### config.mk
export PLATFORM = sky130hd
export DESIGN_NAME = mem_port_arbiter
export DESIGN_NICKNAME = d
export VERILOG_FILES = /design/src/rtl/mem_port_arbiter.sv
export SDC_FILE = /design/constraint.sdc
export NUM_CORES = 1
export LEC_CHECK = 0
export ABC_AREA = 1
export ABC_CLOCK_PERIOD_IN_PS = 2500
export BUFFER_PORTS_ARGS = -buffer_cell sky130_fd_sc_hd__buf_4
export CAP_MARGIN = 20
export CELL_PAD_IN_SITES_DETAIL_PLACEMENT = 0
export CELL_PAD_IN_SITES_GLOBAL_PLACEMENT = 2
export CORE_AREA = 2 2 679 681
export CTS_CLUSTER_SIZE = 8
export DETAILED_ROUTE_END_ITERATION = 12
export DIE_AREA = 0 0 681 683
export GPL_ROUTABILITY_DRIVEN = 0
export PLACE_DENSITY = 0.3
export SYNTH_ARGS = -nofsm -noshare
export SYNTH_HDL_FRONTEND = slang
export SYNTH_SLANG_ARGS = --single-unit
### constraint.sdc
create_clock -name clk -period 2.5 [get_ports clk]
set_clock_uncertainty 0.2 [all_clocks]
set_input_delay 0.75 -clock clk [delete_from_list [all_inputs] [get_ports clk]]
set_output_delay 0.75 -clock clk [all_outputs]
set_load 0.01 [all_outputs]
### src/rtl/mem_port_arbiter.sv
// Shares one 256-bit physical-memory port between the I-cache and D-cache.
// Grants one requester at a time and keeps grant/conflict counters.
module mem_port_arbiter #(
    parameter int PRIORITY_MODE = 0,
    parameter int CNT_WIDTH     = 32
) (
    input  logic                 clk,
    input  logic                 rst_n,
    input  logic                 i_read,
    input  logic                 i_write,
    input  logic [31:0]          i_addr,
    input  logic [255:0]         i_wdata,
    output logic                 i_resp,
    output logic [255:0]         i_rdata,
    input  logic                 d_read,
    input  logic                 d_write,
    input  logic [31:0]          d_addr,
    input  logic [255:0]         d_wdata,
    output logic                 d_resp,
    output logic [255:0]         d_rdata,
    output logic                 pmem_read,
    output logic                 pmem_write,
    output logic [31:0]          pmem_address,
    output logic [255:0]         pmem_wdata,
    input  logic                 pmem_resp,
    input  logic [255:0]         pmem_rdata,
    output logic [CNT_WIDTH-1:0] perf_i_grants,
    output logic [CNT_WIDTH-1:0] perf_d_grants,
    output logic [CNT_WIDTH-1:0] perf_conflicts
);

    typedef enum logic [1:0] {
        ST_IDLE    = 2'd0,
        ST_SERVE_I = 2'd1,
        ST_SERVE_D = 2'd2
    } state_e;

    localparam bit                   DATA_PRIO = (PRIORITY_MODE == 1);
    localparam logic [CNT_WIDTH-1:0] CNT_ONE   = {{(CNT_WIDTH-1){1'b0}}, 1'b1};
    localparam logic [CNT_WIDTH-1:0] CNT_ZERO  = {CNT_WIDTH{1'b0}};

    state_e               state_q, state_d;
    logic                 last_d_q, last_d_d;   // 1 when the most recent grant went to D
    logic [CNT_WIDTH-1:0] i_cnt_q, i_cnt_d;
    logic [CNT_WIDTH-1:0] d_cnt_q, d_cnt_d;
    logic [CNT_WIDTH-1:0] c_cnt_q, c_cnt_d;
    logic                 i_act_s, d_act_s;

    assign i_act_s = i_read | i_write;
    assign d_act_s = d_read | d_write;

    // State, last-grant and counter registers with synchronous active-low reset
    always_ff @(posedge clk) begin
        if (!rst_n) begin
            state_q  <= ST_IDLE;
            last_d_q <= 1'b0;
            i_cnt_q  <= CNT_ZERO;
            d_cnt_q  <= CNT_ZERO;
            c_cnt_q  <= CNT_ZERO;
        end else begin
            state_q  <= state_d;
            last_d_q <= last_d_d;
            i_cnt_q  <= i_cnt_d;
            d_cnt_q  <= d_cnt_d;
            c_cnt_q  <= c_cnt_d;
        end
    end

    // Arbitration, next state and port muxing; write wins over read on a forwarded request
    always_comb begin
        state_d      = state_q;
        last_d_d     = last_d_q;
        i_cnt_d      = i_cnt_q;
        d_cnt_d      = d_cnt_q;
        c_cnt_d      = c_cnt_q;
        pmem_read    = 1'b0;
        pmem_write   = 1'b0;
        pmem_address = 32'h0000_0000;
        pmem_wdata   = {256{1'b0}};
        i_resp       = 1'b0;
        d_resp       = 1'b0;
        case (state_q)
            ST_IDLE: begin
                if (i_act_s && d_act_s) begin
                    c_cnt_d = c_cnt_q + CNT_ONE;
                    if (DATA_PRIO || !last_d_q) begin
                        state_d  = ST_SERVE_D;
                        last_d_d = 1'b1;
                        d_cnt_d  = d_cnt_q + CNT_ONE;
                    end else begin
                        state_d  = ST_SERVE_I;
                        last_d_d = 1'b0;
                        i_cnt_d  = i_cnt_q + CNT_ONE;
                    end
                end else if (i_act_s) begin
                    state_d  = ST_SERVE_I;
                    last_d_d = 1'b0;
                    i_cnt_d  = i_cnt_q + CNT_ONE;
                end else if (d_act_s) begin
                    state_d  = ST_SERVE_D;
                    last_d_d = 1'b1;
                    d_cnt_d  = d_cnt_q + CNT_ONE;
                end else begin
                    state_d = ST_IDLE;
                end
            end
            ST_SERVE_I: begin
                pmem_write   = i_write;
                pmem_read    = i_read & ~i_write;
                pmem_address = i_addr;
                pmem_wdata   = i_wdata;
                i_resp       = pmem_resp;
                if (pmem_resp || !i_act_s) begin
                    state_d = ST_IDLE;
                end else begin
                    state_d = ST_SERVE_I;
                end
            end
            ST_SERVE_D: begin
                pmem_write   = d_write;
                pmem_read    = d_read & ~d_write;
                pmem_address = d_addr;
                pmem_wdata   = d_wdata;
                d_resp       = pmem_resp;
                if (pmem_resp || !d_act_s) begin
                    state_d = ST_IDLE;
                end else begin
                    state_d = ST_SERVE_D;
                end
            end
            default: begin
                state_d = ST_IDLE;
            end
        endcase
    end

    // Read data is broadcast; each cache qualifies it with its own resp
    assign i_rdata        = pmem_rdata;
    assign d_rdata        = pmem_rdata;
    assign perf_i_grants  = i_cnt_q;
    assign perf_d_grants  = d_cnt_q;
    assign perf_conflicts = c_cnt_q;

endmodule

### After elaboration in Yosys (flattened, before gate mapping)

Index checks and enable logic that the tools add are counted.

* flip-flop bits (word level): 99
* input port bits: 839
* output and inout port bits: 900
* logic and storage cells: 56

* $add $sub $neg: 3
* equal/unequal tests: 5
* muxes and demuxes: 24
* bitwise operators: 6
* reductions and logical operators: 13

Operators by type and width (count)
* $pmux 256 s2: 1
* $mux 32: 7
* $add 32x1->32 const B: 3
* $pmux 32 s2: 1
* $mux 2: 5
* $mux 1: 7
* $pmux 2 s3: 1
* $ne 2x2->1 const B: 2
* $pmux 1 s2: 2
* $reduce_and 2->1: 2
* $reduce_and 4->1: 1
* $reduce_bool 2->1: 2
* $reduce_and 3->1: 1
* $reduce_bool 3->1: 1
* $and 1x1->1: 2
* $eq 2x1->1 const B: 1
* $eq 2x2->1 const B: 1
* $logic_not 1->1: 2
* $logic_not 2->1: 1
* $logic_or 1x1->1: 2
* $ne 2x1->1 const B: 1
* $not 1->1: 2
* $or 1x1->1: 2
* $logic_and 1x1->1: 1

### Longest topological paths before layout

Gate-level depths: netlist of the first run.

* depth after elaboration: 5
* depth in mapped cells: 12
* mapped depth without buffers: 12

### Least setup slack after synthesis of the first run

Ideal clock, no wire load.

* path type: flip-flop to output port
* from: reg state_q[0]
* to: out pmem_address[0]
* arrival: 1.507 ns
* data required time: 1.550 ns
* path slack: 0.043 ns
* cell stages (with the launch flop): 8
* buffers on the path: 3
* path through: dfxtp_1 > inv_1 > ha_1 > inv_1 > clkbuf_1 > clkbuf_1 > buf_2 > a21oi_1

* cells in the longest elaborated chain, start to end: 2
* elaborated cells on any way between the ends: 3
* classes of those cells: eq/ne (2); mux (1)

RTL lines
* start: declaration: RTL line 42 `state_e state_q, state_d;`
* start signal: assignment: RTL line 61 `state_q <= state_d;`
* $eq 2x2->1 / $eq 2x1->1 (equally long branches): RTL line 82 `case (state_q)`
* $pmux 32 s2 *: RTL line 82
* end: declaration: RTL line 23 `output logic [31:0] pmem_address,`

Every way passes the cells marked *; elsewhere a longest branch is shown, timed or not.

### Final worst setup path of the first run

* from: reg state_q[1]
* to: out pmem_wdata[71]

* cells in the longest elaborated chain, start to end: 2
* elaborated cells on any way between the ends: 3
* classes of those cells: eq/ne (2); mux (1)

RTL lines
* $eq 2x2->1 / $eq 2x1->1 (equally long branches): RTL line 82
* $pmux 256 s2 *: RTL line 82
* end: declaration: RTL line 24 `output logic [255:0] pmem_wdata,`

Marks and branches as above.

==> results of run 1 <==
flip-flops by register name, indices dropped and copies added, names as in the netlist:
register,cells
perf_conflicts,32
perf_i_grants,32
perf_d_grants,32
state_q,2
last_d_q,1
final cells by class:
type | count | area (sq um)
clock inverter | 7 | 68.8
tap | 6149 | 7690
inverter | 145 | 562
clock buffer | 9 | 225
sequential | 99 | 1990
fill | 54000 | 423000
timing repair buffer | 1315 | 13700
antenna | 24 | 60.1
multi-input combinational | 1497 | 10700
worst min-delay path by stage:
stage               depth (start not counted)        to     start
global placement                            1  last_d_q  last_d_q
floorplan                                   1  last_d_q  last_d_q
detailed placement                          1  last_d_q  last_d_q
global route                                1  last_d_q  last_d_q
finish                                      1  last_d_q  last_d_q
CTS                                         1  last_d_q  last_d_q
routing by layer:
layer / vias to the layer above / routed length (microns) / GRT usage, %
met3: 478 / 42200 / 7.98
met2: 1570 / 130000 / 18.8
met4: 56 / 10100 / 3.28
met1: 9297 / 100000 / 11.7
li1: 8367 / - / -
met5: - / 1100 / 0.711
cells in the final DEF (no fill, tap or decap), drive strengths merged, types with 4 or more instances in the layout:
| cell | instances |
|---|---|
| o21a | 4 |
| nand3 | 69 |
| o21ai | 38 |
| diode | 24 |
| nand4 | 21 |
| ha | 7 |
| nand2 | 799 |
| a31oi | 6 |
| a21oi | 323 |
| buf | 1297 |
| o21bai | 4 |
| xnor2 | 5 |
| inv | 147 |
| nor3b | 4 |
| nor3 | 21 |
| xor2 | 8 |
| clkbuf | 27 |
| dfxtp | 99 |
| clkinv | 4 |
| nor2 | 178 |
through the flow:
stage               setup TNS, ns  power, mW  cell area [sq um]  setup WS [ns]
floorplan                       0       4.18              13500         0.0435
global placement          -115.95       8.36              26300          -1.05
detailed placement        -110.40       8.31              26300          -1.04
CTS                       -215.88       12.9              30800         -0.892
global route              -207.95       15.2              34900         -0.837
finish                    -171.36       14.4              35000         -0.718
power groups by stage:
| stage | clock network [mW] | registers (mW) | logic (mW) |
|---|---|---|---|
| 3_3_place_gp | 0 | 1.68 | 6.68 |
| 5_1_grt | 1.90 | 1.66 | 11.7 |
| 2_1_floorplan | 0 | 1.68 | 2.50 |
| 3_5_place_dp | 0 | 1.68 | 6.63 |
| 6_report | 1.69 | 1.65 | 11.1 |
| 4_1_cts | 1.91 | 1.65 | 9.37 |
logic make-up after synthesis:
family,after synthesis,synth area share [%]
adder cells (fa/ha/maj),7,0.648
flip-flops,99,14.7
AND/OR/NAND/NOR,1101,34.0
buffers and inverters,766,35.7
AO/OA/AOI/OAI,376,14.1
XOR/XNOR,13,0.843
what timing repair did:
action,4_1_cts,5_1_grt
setup buffers,45,81
gates resized for setup,688,735
pin swaps,73,144
setup endpoints to repair,294,292
cloned,33,20
==> run_summary.xml, run 1 <==
<?xml version="1.0" encoding="UTF-8"?>
<metrics>
  <group name="die">
    <metric name="floorplan.die_area" unit="sq um">465000</metric>
    <metric name="floorplan.rows" unit="">249</metric>
    <metric name="die_x" unit="microns">681</metric>
    <metric name="io_pins" unit="">1739</metric>
    <metric name="start_util" unit="%">2.95</metric>
    <metric name="die_h" unit="microns">683</metric>
    <metric name="core_area" unit="sq um">458000</metric>
  </group>
  <group name="critical_path">
    <metric name="critPathCapture" unit="">pmem_wdata[71]</metric>
    <metric name="crit_path_start_kind" unit="">register</metric>
    <metric name="reg2regPathDepth" unit="">12</metric>
    <metric name="critical_path_cell_count" unit="">9</metric>
    <metric name="critPathLaunch" unit="">state_q[1]</metric>
    <metric name="critical-path-slowest-cell" unit="">sky130_fd_sc_hd__dfxtp_4</metric>
    <metric name="cp-end-kind" unit="">output pin</metric>
    <metric name="r2r_start" unit="">state_q[1]</metric>
    <metric name="worst_path_arrival" unit="ns">2.27</metric>
    <metric name="worstPathBufferInverterCount" unit="">7</metric>
    <metric name="worst_path_dominant_cell_family" unit="">buffers and inverters</metric>
    <metric name="timing.setup.critical_path_class" unit="">reg2out</metric>
    <metric name="r2r_slack" unit="ns">0.33</metric>
    <metric name="slowest_delay" unit="ns">0.40</metric>
    <metric name="critical_path_peak_fanout" unit="">7</metric>
    <metric name="r2r-end" unit="">perf_d_grants[24]</metric>
    <metric name="crit_required" unit="ns">1.55</metric>
    <metric name="critical_path.cell_chain" unit="">inv_4 &gt; ha_4 &gt; inv_12 &gt; buf_12 &gt; buf_12 &gt; clkbuf_16 &gt; buf_6 &gt; a21oi_4 &gt; buf_6</metric>
  </group>
  <group name="sta">
    <metric name="finalSetupViolCount" unit="">292</metric>
    <metric name="tightestPinTransition" unit="ns">0.478</metric>
    <metric name="slew_headroom" unit="%">68.1</metric>
    <metric name="fin_crit" unit="ns">3.22</metric>
    <metric name="hold_ws" unit="ns">0.297</metric>
    <metric name="fmax" unit="MHz">311</metric>
    <metric name="setup_repair_after_global_routing_missed_its_margin" unit="">true</metric>
    <metric name="final_hold_viol_count" unit="">0</metric>
    <metric name="finalMaxSlewViolations" unit="">0</metric>
    <metric name="final.setup.worst_slack" unit="ns">-0.718</metric>
    <metric name="finalCritPeriodShare" unit="%">129</metric>
  </group>
  <group name="finish">
    <metric name="layout.nets" unit="">3913</metric>
    <metric name="share_of_cells_above_drive_strength_1" unit="%">61.8</metric>
    <metric name="final_cell_count_no_fill" unit="">9245</metric>
    <metric name="area_growth_syn_to_layout" unit="%">159</metric>
    <metric name="end_of_flow_core_utilization" unit="%">7.63</metric>
  </group>
  <group name="logic_synthesis">
    <metric name="syn_area_per_cell" unit="sq um">5.72</metric>
    <metric name="synth_async_sr_flop_share" unit="%">0</metric>
    <metric name="commonest_cells_in_the_synthesized_netlist" unit="">786 x sky130_fd_sc_hd__nand2_1, 513 x sky130_fd_sc_hd__buf_4, 323 x sky130_fd_sc_hd__a21oi_1, 151 x sky130_fd_sc_hd__nor2_1, 138 x sky130_fd_sc_hd__inv_1</metric>
    <metric name="synth_top_cells_by_area" unit="">sky130_fd_sc_hd__buf_4 29%, sky130_fd_sc_hd__nand2_1 22%, sky130_fd_sc_hd__dfxtp_1 15%</metric>
    <metric name="fraction_of_the_yosys_area_taken_by_sequential_cells" unit="%">14.7</metric>
    <metric name="synth_enable_flop_cells" unit="">0</metric>
    <metric name="synth_ff_type" unit="">sky130_fd_sc_hd__dfxtp_1</metric>
    <metric name="postSynthCellCount" unit="">2362</metric>
    <metric name="yosysUniqueCellTypes" unit="">40</metric>
    <metric name="synth-seq-cells" unit="">99</metric>
    <metric name="synthDominantCellAreaShare" unit="%">28.5</metric>
    <metric name="yosys_warnings" unit="">0</metric>
    <metric name="mappedNetlistArea" unit="sq um">13500</metric>
    <metric name="synth_nets" unit="">3208</metric>
    <metric name="synthMostInstantiatedCell" unit="">sky130_fd_sc_hd__nand2_1</metric>
    <metric name="post-synth-top-area-cell" unit="">sky130_fd_sc_hd__buf_4</metric>
  </group>
  <group name="power_and_ir_drop">
    <metric name="power.static_leakage" unit="nW">12.1</metric>
    <metric name="worst_ir_drop_vdd" unit="mV">0.403</metric>
    <metric name="p_switching" unit="mW">7.28</metric>
    <metric name="pwr-share-clk" unit="%">11.7</metric>
    <metric name="seqPwrFrac" unit="%">11.5</metric>
    <metric name="power_frac_comb" unit="%">76.8</metric>
    <metric name="p_per_area" unit="nW/um^2">412</metric>
    <metric name="p_int" unit="mW">7.12</metric>
    <metric name="sw_frac_of_total" unit="%">50.6</metric>
  </group>
  <group name="placed_design">
    <metric name="detailedPlacementHpwl" unit="microns">248000</metric>
    <metric name="post-place-cells" unit="">9062</metric>
    <metric name="placement.io_buffers" unit="">970</metric>
  </group>
  <group name="clock_network">
    <metric name="cts_htree_levels" unit="">3</metric>
    <metric name="tritoncts" unit="">built</metric>
    <metric name="clock_sinks" unit="">99</metric>
    <metric name="worst_skew_pair.late_latency" unit="ns">0.45</metric>
    <metric name="cts_stage_hold_buffer_count" unit="">0</metric>
    <metric name="max_clock_buf_depth" unit="">2</metric>
    <metric name="cts.reportedPaths.clkPinSlew" unit="ns">0.10</metric>
    <metric name="clock-root-buffer" unit="">sky130_fd_sc_hd__clkbuf_16</metric>
    <metric name="cts-buffers-inserted" unit="">9</metric>
  </group>
  <group name="route">
    <metric name="dr.first_iter.drc_count" unit="">1221</metric>
    <metric name="post_drt_antenna_nets" unit="">0</metric>
    <metric name="routedWlPerCell" unit="microns">30.7</metric>
    <metric name="via_per_inst" unit="">2.14</metric>
    <metric name="drt_first_pass_iters" unit="">5</metric>
    <metric name="wirelength" unit="microns">284000</metric>
    <metric name="drc" unit="">0</metric>
    <metric name="vias" unit="">19800</metric>
  </group>
  <group name="global_routing">
    <metric name="global_route_wire_length_before_repair" unit="microns">322000</metric>
    <metric name="initial_antenna_violation_count" unit="">137</metric>
    <metric name="grt_pass1_vias" unit="">19700</metric>
    <metric name="groute.usage.overall" unit="%">11.5</metric>
    <metric name="grt_max_degree" unit="">27</metric>
    <metric name="globalRoute.totalOverflow" unit="">0</metric>
  </group>
  <group name="outcome">
    <metric name="outcome" unit="">finished, violations left</metric>
    <metric name="failing_checks" unit="">setup timing</metric>
  </group>
  <group name="hold_path">
    <metric name="min_path_type" unit="">reg2reg</metric>
  </group>
  <group name="run">
    <metric name="drv.max_cap_violation_count" unit="">0</metric>
  </group>
</metrics>
No activity file was read; power rests on OpenSTA's default activity.
==> inputs of run 2 (changes only) <==
--- a/config.mk
+++ b/config.mk
@@ -17,6 +17,7 @@
 export DIE_AREA = 0 0 681 683
 export GPL_ROUTABILITY_DRIVEN = 0
 export PLACE_DENSITY = 0.3
+export REMOVE_ABC_BUFFERS = 1
 export SYNTH_ARGS = -nofsm -noshare
 export SYNTH_HDL_FRONTEND = slang
 export SYNTH_SLANG_ARGS = --single-unit
==> run 2 against run 1 <==
- the run still ends with setup timing left
- first-iteration DRC count grew 89%
- routed wire length grew 78%
- final area grew 0.27%
- utilization is essentially flat
- sequential share of layout area is essentially flat
- largest power group unchanged
- highest routed layer unchanged
==> run_summary.xml, run 2 (synthesis results as in run 1) <==
<?xml version="1.0" encoding="UTF-8"?>
<metrics>
  <group name="sta">
    <metric name="setup_repair_after_global_routing_missed_its_margin" unit="">true</metric>
    <metric name="finalMaxSlewViolations" unit="">0</metric>
    <metric name="tightestPinTransition" unit="ns">0.724</metric>
    <metric name="slew_headroom" unit="%">51.8</metric>
    <metric name="finalSetupViolCount" unit="">292</metric>
    <metric name="fin_crit" unit="ns">3.31</metric>
    <metric name="fmax" unit="MHz">302</metric>
    <metric name="final.setup.worst_slack" unit="ns">-0.814</metric>
    <metric name="hold_ws" unit="ns">0.293</metric>
    <metric name="finalCritPeriodShare" unit="%">133</metric>
    <metric name="fin_tns_setup" unit="ns">-179.30</metric>
    <metric name="final_hold_viol_count" unit="">0</metric>
  </group>
  <group name="placed_design">
    <metric name="placement.io_buffers" unit="">970</metric>
    <metric name="detailedPlacementHpwl" unit="microns">452000</metric>
  </group>
  <group name="route">
    <metric name="drc" unit="">0</metric>
    <metric name="routedWlPerCell" unit="microns">54.6</metric>
    <metric name="wirelength" unit="microns">504000</metric>
    <metric name="drt_first_pass_iters" unit="">5</metric>
    <metric name="dr.first_iter.drc_count" unit="">2304</metric>
    <metric name="post_drt_antenna_nets" unit="">0</metric>
    <metric name="via_per_inst" unit="">2.52</metric>
    <metric name="vias" unit="">23300</metric>
  </group>
  <group name="global_routing">
    <metric name="groute.usage.overall" unit="%">20.9</metric>
    <metric name="grt_pass1_vias" unit="">20500</metric>
    <metric name="initial_antenna_violation_count" unit="">227</metric>
    <metric name="globalRoute.totalOverflow" unit="">0</metric>
    <metric name="grt_max_degree" unit="">52</metric>
    <metric name="global_route_wire_length_before_repair" unit="microns">551000</metric>
  </group>
  <group name="critical_path">
    <metric name="critical_path.cell_chain" unit="">inv_4 &gt; ha_4 &gt; inv_16 &gt; buf_16 &gt; buf_12 &gt; a21oi_4 &gt; buf_6</metric>
    <metric name="worstPathBufferInverterCount" unit="">5</metric>
    <metric name="worst_path_dominant_cell_family" unit="">buffers and inverters</metric>
    <metric name="slowest_delay" unit="ns">0.50</metric>
    <metric name="crit_required" unit="ns">1.55</metric>
    <metric name="cp-end-kind" unit="">output pin</metric>
    <metric name="r2r-end" unit="">perf_conflicts[30]</metric>
    <metric name="r2r_start" unit="">perf_conflicts[1]</metric>
    <metric name="crit_path_start_kind" unit="">register</metric>
    <metric name="worst_path_arrival" unit="ns">2.36</metric>
    <metric name="critical-path-slowest-cell" unit="">sky130_fd_sc_hd__a21oi_4</metric>
    <metric name="critical_path_peak_fanout" unit="">9</metric>
    <metric name="timing.setup.critical_path_class" unit="">reg2out</metric>
    <metric name="reg2regPathDepth" unit="">8</metric>
    <metric name="r2r_slack" unit="ns">0.41</metric>
  </group>
  <group name="finish">
    <metric name="most_frequent_standard_cell_in_the_layout_excluding_fill_and_tap_cells" unit="">sky130_fd_sc_hd__buf_4</metric>
    <metric name="nFillCells" unit="">53900</metric>
    <metric name="share_of_cells_above_drive_strength_1" unit="%">64.6</metric>
    <metric name="mostFrequentLayoutCells" unit="">886 x sky130_fd_sc_hd__buf_4, 460 x sky130_fd_sc_hd__nand2_1, 206 x sky130_fd_sc_hd__nand2_4</metric>
    <metric name="area_growth_syn_to_layout" unit="%">159</metric>
    <metric name="layout.nets" unit="">3892</metric>
  </group>
  <group name="die">
    <metric name="start_util" unit="%">2.95</metric>
    <metric name="floorplan.die_area" unit="sq um">465000</metric>
    <metric name="core_area" unit="sq um">458000</metric>
    <metric name="io_pins" unit="">1739</metric>
    <metric name="die_x" unit="microns">681</metric>
    <metric name="floorplan.rows" unit="">249</metric>
    <metric name="die_h" unit="microns">683</metric>
  </group>
  <group name="hold_path">
    <metric name="hold_depth" unit="">2</metric>
    <metric name="min_path_type" unit="">reg2reg</metric>
    <metric name="holdPathEnd" unit="">perf_d_grants[8]</metric>
    <metric name="hold_path_startpoint" unit="">perf_d_grants[8]</metric>
  </group>
  <group name="clock_network">
    <metric name="cts_htree_levels" unit="">3</metric>
    <metric name="cts.reportedPaths.clkPinSlew" unit="ns">0.09</metric>
    <metric name="clock-root-buffer" unit="">sky130_fd_sc_hd__clkbuf_16</metric>
    <metric name="max_clock_buf_depth" unit="">2</metric>
    <metric name="clock_sinks" unit="">99</metric>
    <metric name="tritoncts" unit="">built</metric>
    <metric name="cts-buffers-inserted" unit="">9</metric>
    <metric name="worst_skew_pair.late_latency" unit="ns">0.43</metric>
  </group>
  <group name="outcome">
    <metric name="outcome" unit="">finished, violations left</metric>
    <metric name="failing_checks" unit="">setup timing</metric>
  </group>
  <group name="power_and_ir_drop">
    <metric name="power.static_leakage" unit="nW">12.7</metric>
    <metric name="finalPower" unit="mW">13.9</metric>
    <metric name="p_per_area" unit="nW/um^2">397</metric>
    <metric name="worst_ir_drop_vdd" unit="mV">0.355</metric>
  </group>
  <group name="run">
    <metric name="drv.max_cap_violation_count" unit="">0</metric>
  </group>
</metrics>
==> run 2: layer usage <==
layer | wire [microns] | track usage [%] | vias up
met1 | 154000 | 18.0 | 10600
li1 | - | - | 8371
met2 | 207000 | 30.7 | 3673
met3 | 117000 | 23.2 | 510
met5 | 11000 | 16.6 | -
met4 | 15300 | 4.74 | 128
==> run 2: timing repair <==
item | CTS | global route
resized for setup | 1169 | 335
pin swaps | 251 | 143
hold endpoints to repair | 0 | 0
gates cloned | 41 | 6
setup buffers | 110 | 36
hold buffers | 0 | 0
setup endpoints to repair | 292 | 292
==> run 2: metrics by stage <==
stage	cells	instance area, sq um	setup WS, ns	util (%)
2_1_floorplan	1741	9230	-4.19	-
3_3_place_gp	9067	27000	-1.53	5.89
3_5_place_dp	9072	27100	-1.13	5.91
4_1_cts	9198	33800	-0.870	7.37
5_1_grt	9214	35000	-0.873	7.64
6_report	9232	35100	-0.814	7.65
==> run 2: cell type report <==
| class | instances | area (sq um) | share of cell area, % |
|---|---|---|---|
| sequential | 99 | 1990 | 5.67 |
| tap | 6149 | 7690 | 21.9 |
| timing repair buffer | 1294 | 13500 | 38.4 |
| clock inverter | 7 | 93.8 | 0.268 |
| clock buffer | 9 | 225 | 0.642 |
| multi-input combinational | 1497 | 11000 | 31.3 |
| antenna | 32 | 80.1 | 0.228 |
| inverter | 145 | 563 | 1.61 |
==> run 2: how the worst max path moves through the flow <==
stage,start,endpoint,slack [ns],cells past startpoint
6_report,state_q[0],pmem_wdata[161],-0.81,7
5_1_grt,state_q[0],pmem_wdata[38],-0.87,10
4_1_cts,state_q[1],pmem_wdata[82],-0.87,8
3_5_place_dp,state_q[0],pmem_wdata[7],-1.13,7
3_3_place_gp,state_q[0],pmem_wdata[63],-1.53,7
2_1_floorplan,state_q[0],pmem_read,-4.19,4
==> run 2: worst min-delay path, cell delays in order, from the launching register on <==
cell and delay (ns):
sky130_fd_sc_hd__dfxtp_1 0.35, sky130_fd_sc_hd__inv_1 0.06, sky130_fd_sc_hd__a21oi_1 0.05
==> run 2: report_power, final <==
group,switching (mW),internal (mW)
clock network,0.966,0.809
logic,6.13,4.36
registers,0.0360,1.61
total,7.14,6.78
==> inputs of run 3 (changes only) <==
--- a/config.mk
+++ b/config.mk
@@ -18,6 +18,7 @@
 export GPL_ROUTABILITY_DRIVEN = 0
 export PLACE_DENSITY = 0.3
 export REMOVE_ABC_BUFFERS = 1
+export SETUP_SLACK_MARGIN = 0.5
 export SYNTH_ARGS = -nofsm -noshare
 export SYNTH_HDL_FRONTEND = slang
 export SYNTH_SLANG_ARGS = --single-unit
==> run 3 against run 2 <==
- the flow still finishes with violations (setup timing)
- maximum frequency down 2.4%
- sequential share of layout area up 0.31 points
- critical endpoint unchanged
- non-clock buffer count up 10
- largest cell class unchanged
- worst setup slack worse by 0.082 ns
==> run_summary.xml, run 3 (synthesis results as in run 1) <==
<?xml version="1.0" encoding="UTF-8"?>
<metrics>
  <group name="placed_design">
    <metric name="post-place-cells" unit="">9072</metric>
    <metric name="pre_cts_slack" unit="ns">-1.13</metric>
    <metric name="post_dp_cell_area" unit="sq um">27100</metric>
    <metric name="placement.io_buffers" unit="">970</metric>
    <metric name="detailedPlacementHpwl" unit="microns">452000</metric>
  </group>
  <group name="die">
    <metric name="io_pins" unit="">1739</metric>
    <metric name="floorplan.die_area" unit="sq um">465000</metric>
    <metric name="start_util" unit="%">2.95</metric>
    <metric name="die_h" unit="microns">683</metric>
    <metric name="core_area" unit="sq um">458000</metric>
    <metric name="floorplan.rows" unit="">249</metric>
    <metric name="die_x" unit="microns">681</metric>
  </group>
  <group name="finish">
    <metric name="most_frequent_standard_cell_in_the_layout_excluding_fill_and_tap_cells" unit="">sky130_fd_sc_hd__buf_4</metric>
    <metric name="layout.nets" unit="">3902</metric>
    <metric name="final_design_area_no_fill" unit="sq um">33200</metric>
    <metric name="end_of_flow_core_utilization" unit="%">7.25</metric>
    <metric name="mostFrequentLayoutCells" unit="">947 x sky130_fd_sc_hd__buf_4, 597 x sky130_fd_sc_hd__nand2_1, 151 x sky130_fd_sc_hd__nor2_1</metric>
    <metric name="final_cell_count_no_fill" unit="">9242</metric>
    <metric name="area_growth_syn_to_layout" unit="%">146</metric>
    <metric name="share_of_cells_above_drive_strength_1" unit="%">58.4</metric>
  </group>
  <group name="power_and_ir_drop">
    <metric name="p_int" unit="mW">6.30</metric>
    <metric name="p_switching" unit="mW">6.55</metric>
    <metric name="pwr-share-clk" unit="%">13.8</metric>
    <metric name="sw_frac_of_total" unit="%">50.9</metric>
    <metric name="p_per_area" unit="nW/um^2">387</metric>
    <metric name="worst_ir_drop_vdd" unit="mV">0.331</metric>
    <metric name="finalPower" unit="mW">12.9</metric>
    <metric name="power_frac_comb" unit="%">73.4</metric>
    <metric name="power.static_leakage" unit="nW">11.9</metric>
    <metric name="seqPwrFrac" unit="%">12.8</metric>
  </group>
  <group name="critical_path">
    <metric name="r2r-end" unit="">perf_conflicts[30]</metric>
    <metric name="crit_path_start_kind" unit="">register</metric>
    <metric name="worst_path_arrival" unit="ns">2.45</metric>
    <metric name="timing.setup.critical_path_class" unit="">reg2out</metric>
    <metric name="r2r_slack" unit="ns">0.42</metric>
    <metric name="critical_path.cell_chain" unit="">buf_6 &gt; ha_4 &gt; buf_12 &gt; buf_16 &gt; buf_16 &gt; nand2_4 &gt; buf_12 &gt; a21oi_4 &gt; buf_6</metric>
    <metric name="reg2regPathDepth" unit="">8</metric>
    <metric name="critical_path_peak_fanout" unit="">7</metric>
    <metric name="worstPathBufferInverterCount" unit="">6</metric>
    <metric name="crit_required" unit="ns">1.55</metric>
    <metric name="worst_path_dominant_cell_family" unit="">buffers and inverters</metric>
    <metric name="critical-path-slowest-cell" unit="">sky130_fd_sc_hd__a21oi_4</metric>
    <metric name="cp-end-kind" unit="">output pin</metric>
    <metric name="slowest_delay" unit="ns">0.53</metric>
    <metric name="r2r_start" unit="">perf_conflicts[1]</metric>
  </group>
  <group name="sta">
    <metric name="fin_crit" unit="ns">3.40</metric>
    <metric name="fin_tns_setup" unit="ns">-190.79</metric>
    <metric name="final_hold_viol_count" unit="">0</metric>
    <metric name="hold_ws" unit="ns">0.291</metric>
    <metric name="fmax" unit="MHz">294</metric>
    <metric name="final.setup.worst_slack" unit="ns">-0.896</metric>
    <metric name="finalCritPeriodShare" unit="%">136</metric>
    <metric name="finalMaxSlewViolations" unit="">0</metric>
    <metric name="slew_headroom" unit="%">54.4</metric>
    <metric name="setup_repair_after_global_routing_missed_its_margin" unit="">true</metric>
    <metric name="finalSetupViolCount" unit="">292</metric>
    <metric name="tightestPinTransition" unit="ns">0.683</metric>
  </group>
  <group name="hold_path">
    <metric name="holdPathEnd" unit="">last_d_q</metric>
    <metric name="hold_depth" unit="">1</metric>
    <metric name="min_path_type" unit="">reg2reg</metric>
    <metric name="hold_path_startpoint" unit="">last_d_q</metric>
  </group>
  <group name="global_routing">
    <metric name="grt_max_degree" unit="">37</metric>
    <metric name="grt_pass1_vias" unit="">20200</metric>
    <metric name="groute.usage.overall" unit="%">20.8</metric>
    <metric name="initial_antenna_violation_count" unit="">233</metric>
    <metric name="globalRoute.totalOverflow" unit="">0</metric>
    <metric name="global_route_wire_length_before_repair" unit="microns">546000</metric>
  </group>
  <group name="route">
    <metric name="drt_first_pass_iters" unit="">5</metric>
    <metric name="post_drt_antenna_nets" unit="">0</metric>
    <metric name="drc" unit="">0</metric>
    <metric name="via_per_inst" unit="">2.50</metric>
    <metric name="vias" unit="">23100</metric>
    <metric name="dr.first_iter.drc_count" unit="">2405</metric>
    <metric name="wirelength" unit="microns">502000</metric>
    <metric name="routedWlPerCell" unit="microns">54.3</metric>
  </group>
  <group name="clock_network">
    <metric name="cts.reportedPaths.clkPinSlew" unit="ns">0.09</metric>
    <metric name="clock_sinks" unit="">99</metric>
    <metric name="tritoncts" unit="">built</metric>
    <metric name="clock-root-buffer" unit="">sky130_fd_sc_hd__clkbuf_16</metric>
    <metric name="worst_skew_pair.late_latency" unit="ns">0.43</metric>
    <metric name="cts_htree_levels" unit="">3</metric>
    <metric name="max_clock_buf_depth" unit="">2</metric>
    <metric name="cts-buffers-inserted" unit="">9</metric>
  </group>
  <group name="outcome">
    <metric name="outcome" unit="">finished, violations left</metric>
    <metric name="failing_checks" unit="">setup timing</metric>
  </group>
  <group name="run">
    <metric name="drv.max_cap_violation_count" unit="">0</metric>
  </group>
</metrics>
[run 3: per-layer routing]
layer  GRT usage, %  vias up  part of all wire [%]
met5           17.9        -                   2.3
met4           4.62      111                   3.0
met3           22.9      504                    23
met2           30.5     3606                    41
met1           17.8    10500                    30
li1               -     8363                     -
[run 3: layout make-up]
class | count | area (sq um)
clock inverters | 7 | 93.8
repair buffers | 1304 | 13200
multi-input cells | 1497 | 9440
well taps | 6149 | 7690
clock buffers | 9 | 225
diodes | 32 | 80.1
inverters | 145 | 559
flip-flops and latches | 99 | 1990
fillers | 54100 | 425000
[run 3: worst max path at each step]
| stage | cells past startpoint | to | slack (ns) | from |
|---|---|---|---|---|
| after floorplan | 4 | pmem_read | -4.19 | state_q[0] |
| after global placement | 7 | pmem_wdata[63] | -1.53 | state_q[0] |
| after detailed placement | 7 | pmem_wdata[7] | -1.13 | state_q[0] |
| after CTS | 9 | pmem_wdata[245] | -0.93 | state_q[1] |
| after global routing | 9 | pmem_wdata[245] | -0.93 | state_q[1] |
| final | 9 | pmem_wdata[161] | -0.90 | state_q[1] |
[run 3: power groups by stage]
stage / Sequential [mW] / Combinational, mW / Clock [mW]
global placement: 1.68 / 6.90 / 0
finish: 1.64 / 9.43 / 1.77
detailed placement: 1.68 / 6.87 / 0
global route: 1.65 / 10.0 / 1.98
CTS: 1.65 / 8.87 / 1.95
floorplan: 1.68 / 1.86 / 0
[run 3: what timing repair did]
item                       in CTS  in global routing
setup buffers                  57                 39
setup endpoints to repair     459                460
pin swaps                      81                134
gates cloned                   18                  8
hold buffers                    0                  0
gates resized for setup       493                452
